**src/rtl/i2s_pkg.sv**
```systemverilog
// rtl/i2s_pkg.sv - shared types and defaults for the I2S receive path
// Contents: rx_state_e (receiver FSM states), chan_e (channel encoding),
//           I2S_DEFAULT_BIT_DEPTH (default word width).
package i2s_pkg;

  localparam int I2S_DEFAULT_BIT_DEPTH = 8;

  typedef enum logic [1:0] {
    IDLE  = 2'd0,
    DELAY = 2'd1,
    SHIFT = 2'd2,
    WAIT  = 2'd3
  } rx_state_e;

  typedef enum logic {
    CH_LEFT  = 1'b0,
    CH_RIGHT = 1'b1
  } chan_e;

endpackage

```
**src/rtl/i2s_rx_fifo.sv**
```systemverilog
// rtl/i2s_rx_fifo.sv - synchronous FIFO holding completed I2S words
// Ports: clk, reset (async, active-high); push/push_data write side;
//        pop read side; full, empty status; drop = push refused while full;
//        head = word at the read pointer.
module i2s_rx_fifo #(
  parameter int WIDTH = 9,
  parameter int DEPTH = 4
) (
  input  logic             clk,
  input  logic             reset,
  input  logic             push,
  input  logic [WIDTH-1:0] push_data,
  input  logic             pop,
  output logic             full,
  output logic             empty,
  output logic             drop,
  output logic [WIDTH-1:0] head
);

  localparam int AW = $clog2(DEPTH);

  logic [WIDTH-1:0] mem [DEPTH];
  logic [AW-1:0]    wr_ptr;
  logic [AW-1:0]    rd_ptr;
  logic [AW:0]      count;
  logic             do_push;
  logic             do_pop;

  assign full    = (count == (AW+1)'(DEPTH));
  assign empty   = (count == '0);
  assign do_pop  = pop && !empty;
  // A pop in the same cycle frees the slot, so a push while full still lands.
  assign do_push = push && (!full || do_pop);
  assign drop    = push && !do_push;
  assign head    = mem[rd_ptr];

  always_ff @(posedge clk) begin
    if (do_push) mem[wr_ptr] <= push_data;
  end

  // DEPTH is a power of two, so the pointers wrap by plain overflow.
  always_ff @(posedge clk or posedge reset) begin
    if (reset) begin
      wr_ptr <= '0;
      rd_ptr <= '0;
      count  <= '0;
    end else begin
      if (do_push) wr_ptr <= wr_ptr + 1'b1;
      if (do_pop)  rd_ptr <= rd_ptr + 1'b1;
      case ({do_push, do_pop})
        2'b10:   count <= count + 1'b1;
        2'b01:   count <= count - 1'b1;
        default: count <= count;
      endcase
    end
  end

endmodule

```
**src/rtl/i2s_rx.sv**
```systemverilog
// rtl/i2s_rx.sv - I2S receiver: bclk/lrclk/sdata to a valid/ready sample stream
// Ports: clk, reset (async, active-high); bclk, lrclk, sdata (async serial in);
//        out_valid/out_ready/out_data/out_right (sample stream);
//        overflow (sticky drop flag), clear (sync pulse, clears overflow);
//        frame_err (one-cycle pulse on a short word).
// Optional: define I2S_RX_ERR_CNT_EN to add err_count[15:0], a saturating
//           count of frame errors and dropped words.
module i2s_rx
  import i2s_pkg::*;
#(
  parameter int BIT_DEPTH  = I2S_DEFAULT_BIT_DEPTH,
  parameter int FIFO_DEPTH = 4
) (
  input  logic                 clk,
  input  logic                 reset,
  input  logic                 bclk,
  input  logic                 lrclk,
  input  logic                 sdata,
  output logic                 out_valid,
  input  logic                 out_ready,
  output logic [BIT_DEPTH-1:0] out_data,
  output logic                 out_right,
  output logic                 overflow,
  input  logic                 clear,
`ifdef I2S_RX_ERR_CNT_EN
  output logic [15:0]          err_count,
`endif
  output logic                 frame_err
);

  localparam int CW = $clog2(BIT_DEPTH);
  localparam logic [CW-1:0] LAST_BIT = CW'(BIT_DEPTH - 1);

  logic bclk_m, bclk_s, bclk_d;
  logic lr_m, lr_s, lr_prev;
  logic sd_m, sd_s;
  logic bclk_rise, ws_edge;

  rx_state_e            state_q, state_d;
  logic [CW-1:0]        bit_cnt_q, bit_cnt_d;
  logic [BIT_DEPTH-2:0] shreg_q, shreg_d;
  chan_e                chan_q, chan_d;
  logic                 push_d, ferr_d;
  logic                 push_q;
  logic [BIT_DEPTH:0]   push_data_q;

  logic                 fifo_full, fifo_empty, fifo_drop;
  logic [BIT_DEPTH:0]   fifo_head;

  always_ff @(posedge clk or posedge reset) begin
    if (reset) begin
      {bclk_m, bclk_s, bclk_d} <= 3'b000;
      {lr_m, lr_s, sd_m, sd_s} <= 4'b0000;
      lr_prev                  <= 1'b0;
    end else begin
      bclk_m <= bclk;
      bclk_s <= bclk_m;
      bclk_d <= bclk_s;
      lr_m   <= lrclk;
      lr_s   <= lr_m;
      sd_m   <= sdata;
      sd_s   <= sd_m;
      if (bclk_rise) lr_prev <= lr_s;
    end
  end

  assign bclk_rise = bclk_s && !bclk_d;
  assign ws_edge   = lr_s ^ lr_prev;

  always_ff @(posedge clk or posedge reset) begin
    if (reset) begin
      state_q     <= IDLE;
      bit_cnt_q   <= '0;
      shreg_q     <= '0;
      chan_q      <= CH_LEFT;
      push_q      <= 1'b0;
      push_data_q <= '0;
      frame_err   <= 1'b0;
    end else begin
      state_q   <= state_d;
      bit_cnt_q <= bit_cnt_d;
      shreg_q   <= shreg_d;
      chan_q    <= chan_d;
      push_q    <= push_d;
      frame_err <= ferr_d;
      // The last bit is taken straight from sd_s; shreg only holds the earlier ones.
      if (push_d) push_data_q <= {chan_q, shreg_q, sd_s};
    end
  end

  always_comb begin
    state_d   = state_q;
    bit_cnt_d = bit_cnt_q;
    shreg_d   = shreg_q;
    chan_d    = chan_q;
    push_d    = 1'b0;
    ferr_d    = 1'b0;
    if (bclk_rise) begin
      case (state_q)
        IDLE: begin
          if (ws_edge) state_d = DELAY;
        end
        DELAY: begin
          if (ws_edge) begin
            ferr_d = 1'b1;
          end else begin
            state_d   = SHIFT;
            bit_cnt_d = '0;
            chan_d    = chan_e'(lr_s);
          end
        end
        SHIFT: begin
          if (ws_edge) begin
            ferr_d  = 1'b1;
            state_d = DELAY;
          end else begin
            shreg_d   = {shreg_q[BIT_DEPTH-3:0], sd_s};
            bit_cnt_d = bit_cnt_q + 1'b1;
            if (bit_cnt_q == LAST_BIT) begin
              push_d  = 1'b1;
              state_d = WAIT;
            end
          end
        end
        WAIT: begin
          if (ws_edge) state_d = DELAY;
        end
        default: state_d = IDLE;
      endcase
    end
  end

  i2s_rx_fifo #(
    .WIDTH (BIT_DEPTH + 1),
    .DEPTH (FIFO_DEPTH)
  ) u_fifo (
    .clk       (clk),
    .reset     (reset),
    .push      (push_q),
    .push_data (push_data_q),
    .pop       (out_valid && out_ready),
    .full      (fifo_full),
    .empty     (fifo_empty),
    .drop      (fifo_drop),
    .head      (fifo_head)
  );

  // Unwritten FIFO memory is never exposed: outputs read zero while empty.
  assign out_valid = !fifo_empty;
  assign out_data  = out_valid ? fifo_head[BIT_DEPTH-1:0] : '0;
  assign out_right = out_valid && fifo_head[BIT_DEPTH];

  always_ff @(posedge clk or posedge reset) begin
    if (reset)          overflow <= 1'b0;
    else if (clear)     overflow <= 1'b0;
    else if (fifo_drop) overflow <= 1'b1;
  end

`ifdef I2S_RX_ERR_CNT_EN
  logic [16:0] err_sum;
  assign err_sum = {1'b0, err_count} + {15'd0, frame_err} + {15'd0, fifo_drop};

  always_ff @(posedge clk or posedge reset) begin
    if (reset)      err_count <= '0;
    else if (clear) err_count <= '0;
    else            err_count <= err_sum[16] ? 16'hFFFF : err_sum[15:0];
  end
`endif

  logic unused_full;
  assign unused_full = fifo_full;

endmodule

```
**config.mk**
```make
export PLATFORM = sky130hd
export DESIGN_NAME = i2s_rx
export DESIGN_NICKNAME = d
export VERILOG_FILES = /design/src/rtl/i2s_pkg.sv /design/src/rtl/i2s_rx_fifo.sv /design/src/rtl/i2s_rx.sv
export SDC_FILE = /design/constraint.sdc
export NUM_CORES = 1
export LEC_CHECK = 0
export BUFFER_PORTS_ARGS = -buffer_cell sky130_fd_sc_hd__buf_2
export CORE_MARGIN = 2
export CORE_UTILIZATION = 50
export CTS_BUF_LIST = sky130_fd_sc_hd__clkbuf_8
export DETAILED_ROUTE_END_ITERATION = 16
export HOLD_SLACK_MARGIN = 0.08
export PLACE_DENSITY = 0.68
export SLEW_MARGIN = 30
export SYNTH_ARGS = -nofsm -noshare
export SYNTH_HDL_FRONTEND = slang
export SYNTH_SLANG_ARGS = --single-unit
export TNS_END_PERCENT = 10
```
**constraint.sdc**
```tcl
create_clock -name clk -period 5.2 [get_ports clk]
set_input_delay 0.78 -clock clk [delete_from_list [all_inputs] [get_ports clk]]
set_output_delay 0.78 -clock clk [all_outputs]
set_load 0.005 [all_outputs]
```
==> impl_metrics.json <==
{
  "crit_path_top_delay_cell": "sky130_fd_sc_hd__dfrtp_1",
  "irDropWorstVdd_mv": 0.239,
  "clock_path_buffers": 2,
  "ant_nets": 0,
  "nFillCells": 488,
  "placement_rows": 28,
  "netlist_instances": 210,
  "status": "completed",
  "ys_async_sr_fraction_pct": 52.6,
  "gp_congestion": 0.744,
  "hold_path_class": "reg2reg",
  "period_minus_slack_ns": 2.75,
  "track_usage_pct": 15.0,
  "final_area_um2": 3480,
  "holdBufCountCts": 0,
  "setup_total_negative_slack_ns": 0,
  "yosysSeqAreaShare_pct": 66.9,
  "stdcell_count": 314,
  "timing.critical_path.slowest_cell_delay_ns": 0.75,
  "vias": 1639,
  "total_setup_violations_reported_at_the_end_of_the_flow": 0,
  "slew_headroom_pct": 57.8,
  "initial_utilization_pct": 52.3,
  "synth_cell_type_count": 37,
  "floorplan.die_area_um2": 6870,
  "critPathLaunchType": "flop",
  "report.final.hold_viol_count": 0,
  "synth_warnings": 0,
  "routed_wirelength_um": 4500,
  "post_drt_wl_per_cell_um": 14.3,
  "setup_repair_after_global_routing_missed_its_margin": "no",
  "clock_tree.root_cell": "sky130_fd_sc_hd__clkbuf_8",
  "series_of_cell_instances_along_the_critical_path": "mux4_2 -> and2_1 -> buf_2",
  "critPathCaptureType": "output port",
  "cap_violations": 0,
  "post_cts_resize_count": 0,
  "grt_pass1_vias": 1612,
  "delay_heaviest_family_cp": "flip-flops",
  "crit_required_ns": 4.42,
  "power.density_nw_per_um2": 426,
  "h-tree-depth": 3,
  "maximum_number_of_pins_on_one_net_before_global_route_repair": 41,
  "postPlaceCellArea_um2": 3280,
  "drt_drc_violations_left": 0,
  "mappedNetlistArea_um2": 3110,
  "cp_data_arrival_time_ns": 1.97,
  "tritoncts": "yes",
  "finalPower_uw": 1480,
  "clock_latency_ns": 0.35,
  "global_route_wire_length_before_repair_um": 7870,
  "cts_setup_buffers": 0,
  "numPortBuffers": 18,
  "yosys-top-cells-area": "sky130_fd_sc_hd__edfxtp_1, sky130_fd_sc_hd__dfrtp_1, sky130_fd_sc_hd__mux4_2",
  "clock_skew_ns": 0.00579,
  "io_pins": 19,
  "final-max-slew-violation-count": 0,
  "avgViaCountPerCell": 5.22,
  "die_y_um": 82.9,
  "first_pass_iters": 4,
  "antennaDiodeCount": 0,
  "post-dp-hpwl_um": 2980,
  "critPathBufInv": 1,
  "share_of_final_layout_standard_cells_stronger_than_drive_strength_1_pct": 23.8,
  "finalNetCount": 250,
  "synth_ff_type": "sky130_fd_sc_hd__dfrtp_1",
  "number_of_antenna_violations_at_the_first_check_in_global_routing": 0,
  "drtIter0Drc": 149,
  "crit_type": "reg2out",
  "placed_cells": 298,
  "chipWidth_um": 82.9,
  "timing.final.crit_share_pct": 52.9,
  "post_synthesis_cell_type_with_the_largest_combined_area": "sky130_fd_sc_hd__edfxtp_1",
  "critical_path_peak_fanout": 11,
  "cts_buffers": 9,
  "synth_top_area_share_pct": 34.7,
  "gr-total-overflow": 0,
  "synth_to_layout_area_growth_pct": 11.7,
  "postSynthRegisterBits": 76,
  "number_of_enable_flip_flop_cells_after_synthesis": 36,
  "clock_sink_count": 76,
  "core_um2": 5960,
  "leakage_power_of_the_design_uw": 0.00156,
  "synth.net_count": 226,
  "achievable-frequency_ghz": 0.364,
  "mapped_avg_cell_area_um2": 14.8,
  "tightest_pin_transition_ns": 0.632,
  "worst_setup_hold_path_clk_slew_ns": 0.08
}
state kept, by name, summed over array words and instances (netlist names), 2 cells and up:
name / flops
u_fifo.wr_ptr: 2
u_fifo.rd_ptr: 2
shreg_q: 7
push_data_q: 9
state_q: 2
bit_cnt_q: 3
u_fifo.count: 3
u_fifo.mem: 36
cell usage after synthesis, types with 4 or more instances:
cell type and n:
sky130_fd_sc_hd__nand2_1 26, sky130_fd_sc_hd__clkbuf_1 4, sky130_fd_sc_hd__and2_1 14, sky130_fd_sc_hd__o21ai_0 9, sky130_fd_sc_hd__a21oi_1 6, sky130_fd_sc_hd__dfrtp_1 40
sky130_fd_sc_hd__ha_1 8, sky130_fd_sc_hd__edfxtp_1 36, sky130_fd_sc_hd__nor2_1 6, sky130_fd_sc_hd__mux2_2 9, sky130_fd_sc_hd__mux4_2 9, sky130_fd_sc_hd__inv_1 9
logic make-up (layout without fill, tap and decap cells):
kind of cell | after synthesis | in the layout | synth area share, %
and+or+nand+nor | 60 | 60 | 10.4
DFF | 76 | 76 | 66.9
muxes | 20 | 20 | 10.4
buffers and inverters | 15 | 44 | 1.89
AOI/OAI and AO/OA | 24 | 24 | 4.66
xor gates and xnor gates | 6 | 6 | 1.93
adders and majority gates | 9 | 9 | 3.86
path summary, 6_finish.rpt:
path,startpoint,end,slack (ns),depth (start not counted)
worst min register to register,lr_m,lr_s,0.35,0
max in group asynchronous,reset,push_data_q[7],4.32,3
worst max register to register,u_fifo.count[1],u_fifo.count[1],2.91,7
min in group asynchronous,reset,u_fifo.count[0],0.54,3
worst min-delay path,lr_m,lr_s,0.35,0
worst max-delay path,u_fifo.rd_ptr[0],out_data[5],2.45,3
per-layer routing:
layer  track usage [%]  part of all wire (%)  vias to the layer above
li1                  -                     -                      796
met1              20.6                    48                      809
met2              21.2                    46                       23
met3              3.58                   2.7                       11
met4              10.3                   3.3                        0
met5                 0                     0                        -
metrics by stage:
step / util (%) / hold slack [ns] / setup WS, ns
after floorplan: - / 0.331 / 2.82
after global placement: 55.1 / 0.333 / 2.82
after detailed placement: 55.1 / 0.337 / 2.78
after CTS: 58.4 / 0.356 / 2.38
after global routing: 58.4 / 0.364 / 2.29
final: 58.4 / 0.353 / 2.45
area by class of cell:
type | count | area (µm²) | area share [%]
flip-flops and latches | 76 | 2080 | 59.9
clock inverters | 7 | 75.1 | 2.16
well taps | 75 | 93.8 | 2.70
multi-input cells | 119 | 972 | 27.9
clock buffers | 9 | 124 | 3.56
inverters | 9 | 33.8 | 0.971
repair buffers | 19 | 97.6 | 2.81
where the power goes:
part	internal, µW	switching, µW	total (µW)	leakage, µW
clock network	224	223	447	0.0000923
logic	141	130	271	0.000573
registers	681	82.3	763	0.000898
placed cells by master, fill, tap and decap left out, types with 2 or more instances in the layout:
cell type                    Yosys  routed
sky130_fd_sc_hd__a21oi_1         6       6
sky130_fd_sc_hd__buf_2           2      18
sky130_fd_sc_hd__xnor2_1         3       3
sky130_fd_sc_hd__mux2i_1         2       2
sky130_fd_sc_hd__clkinvlp_4      0       3
sky130_fd_sc_hd__o21ai_0         9       9
sky130_fd_sc_hd__and2_1         14      14
sky130_fd_sc_hd__edfxtp_1       36      36
sky130_fd_sc_hd__inv_1           9       9
sky130_fd_sc_hd__xor2_1          2       2
sky130_fd_sc_hd__nor2_1          6       6
sky130_fd_sc_hd__mux2_2          9       9
sky130_fd_sc_hd__mux4_2          9       9
sky130_fd_sc_hd__dfrtp_1        40      40
sky130_fd_sc_hd__a22o_1          2       2
sky130_fd_sc_hd__ha_1            8       8
sky130_fd_sc_hd__nand2b_1        3       3
sky130_fd_sc_hd__o211ai_1        2       2
sky130_fd_sc_hd__nand2_1        26      26
sky130_fd_sc_hd__clkbuf_8        0       9
sky130_fd_sc_hd__inv_6           0       2
No activity file was read; power rests on OpenSTA's default activity.
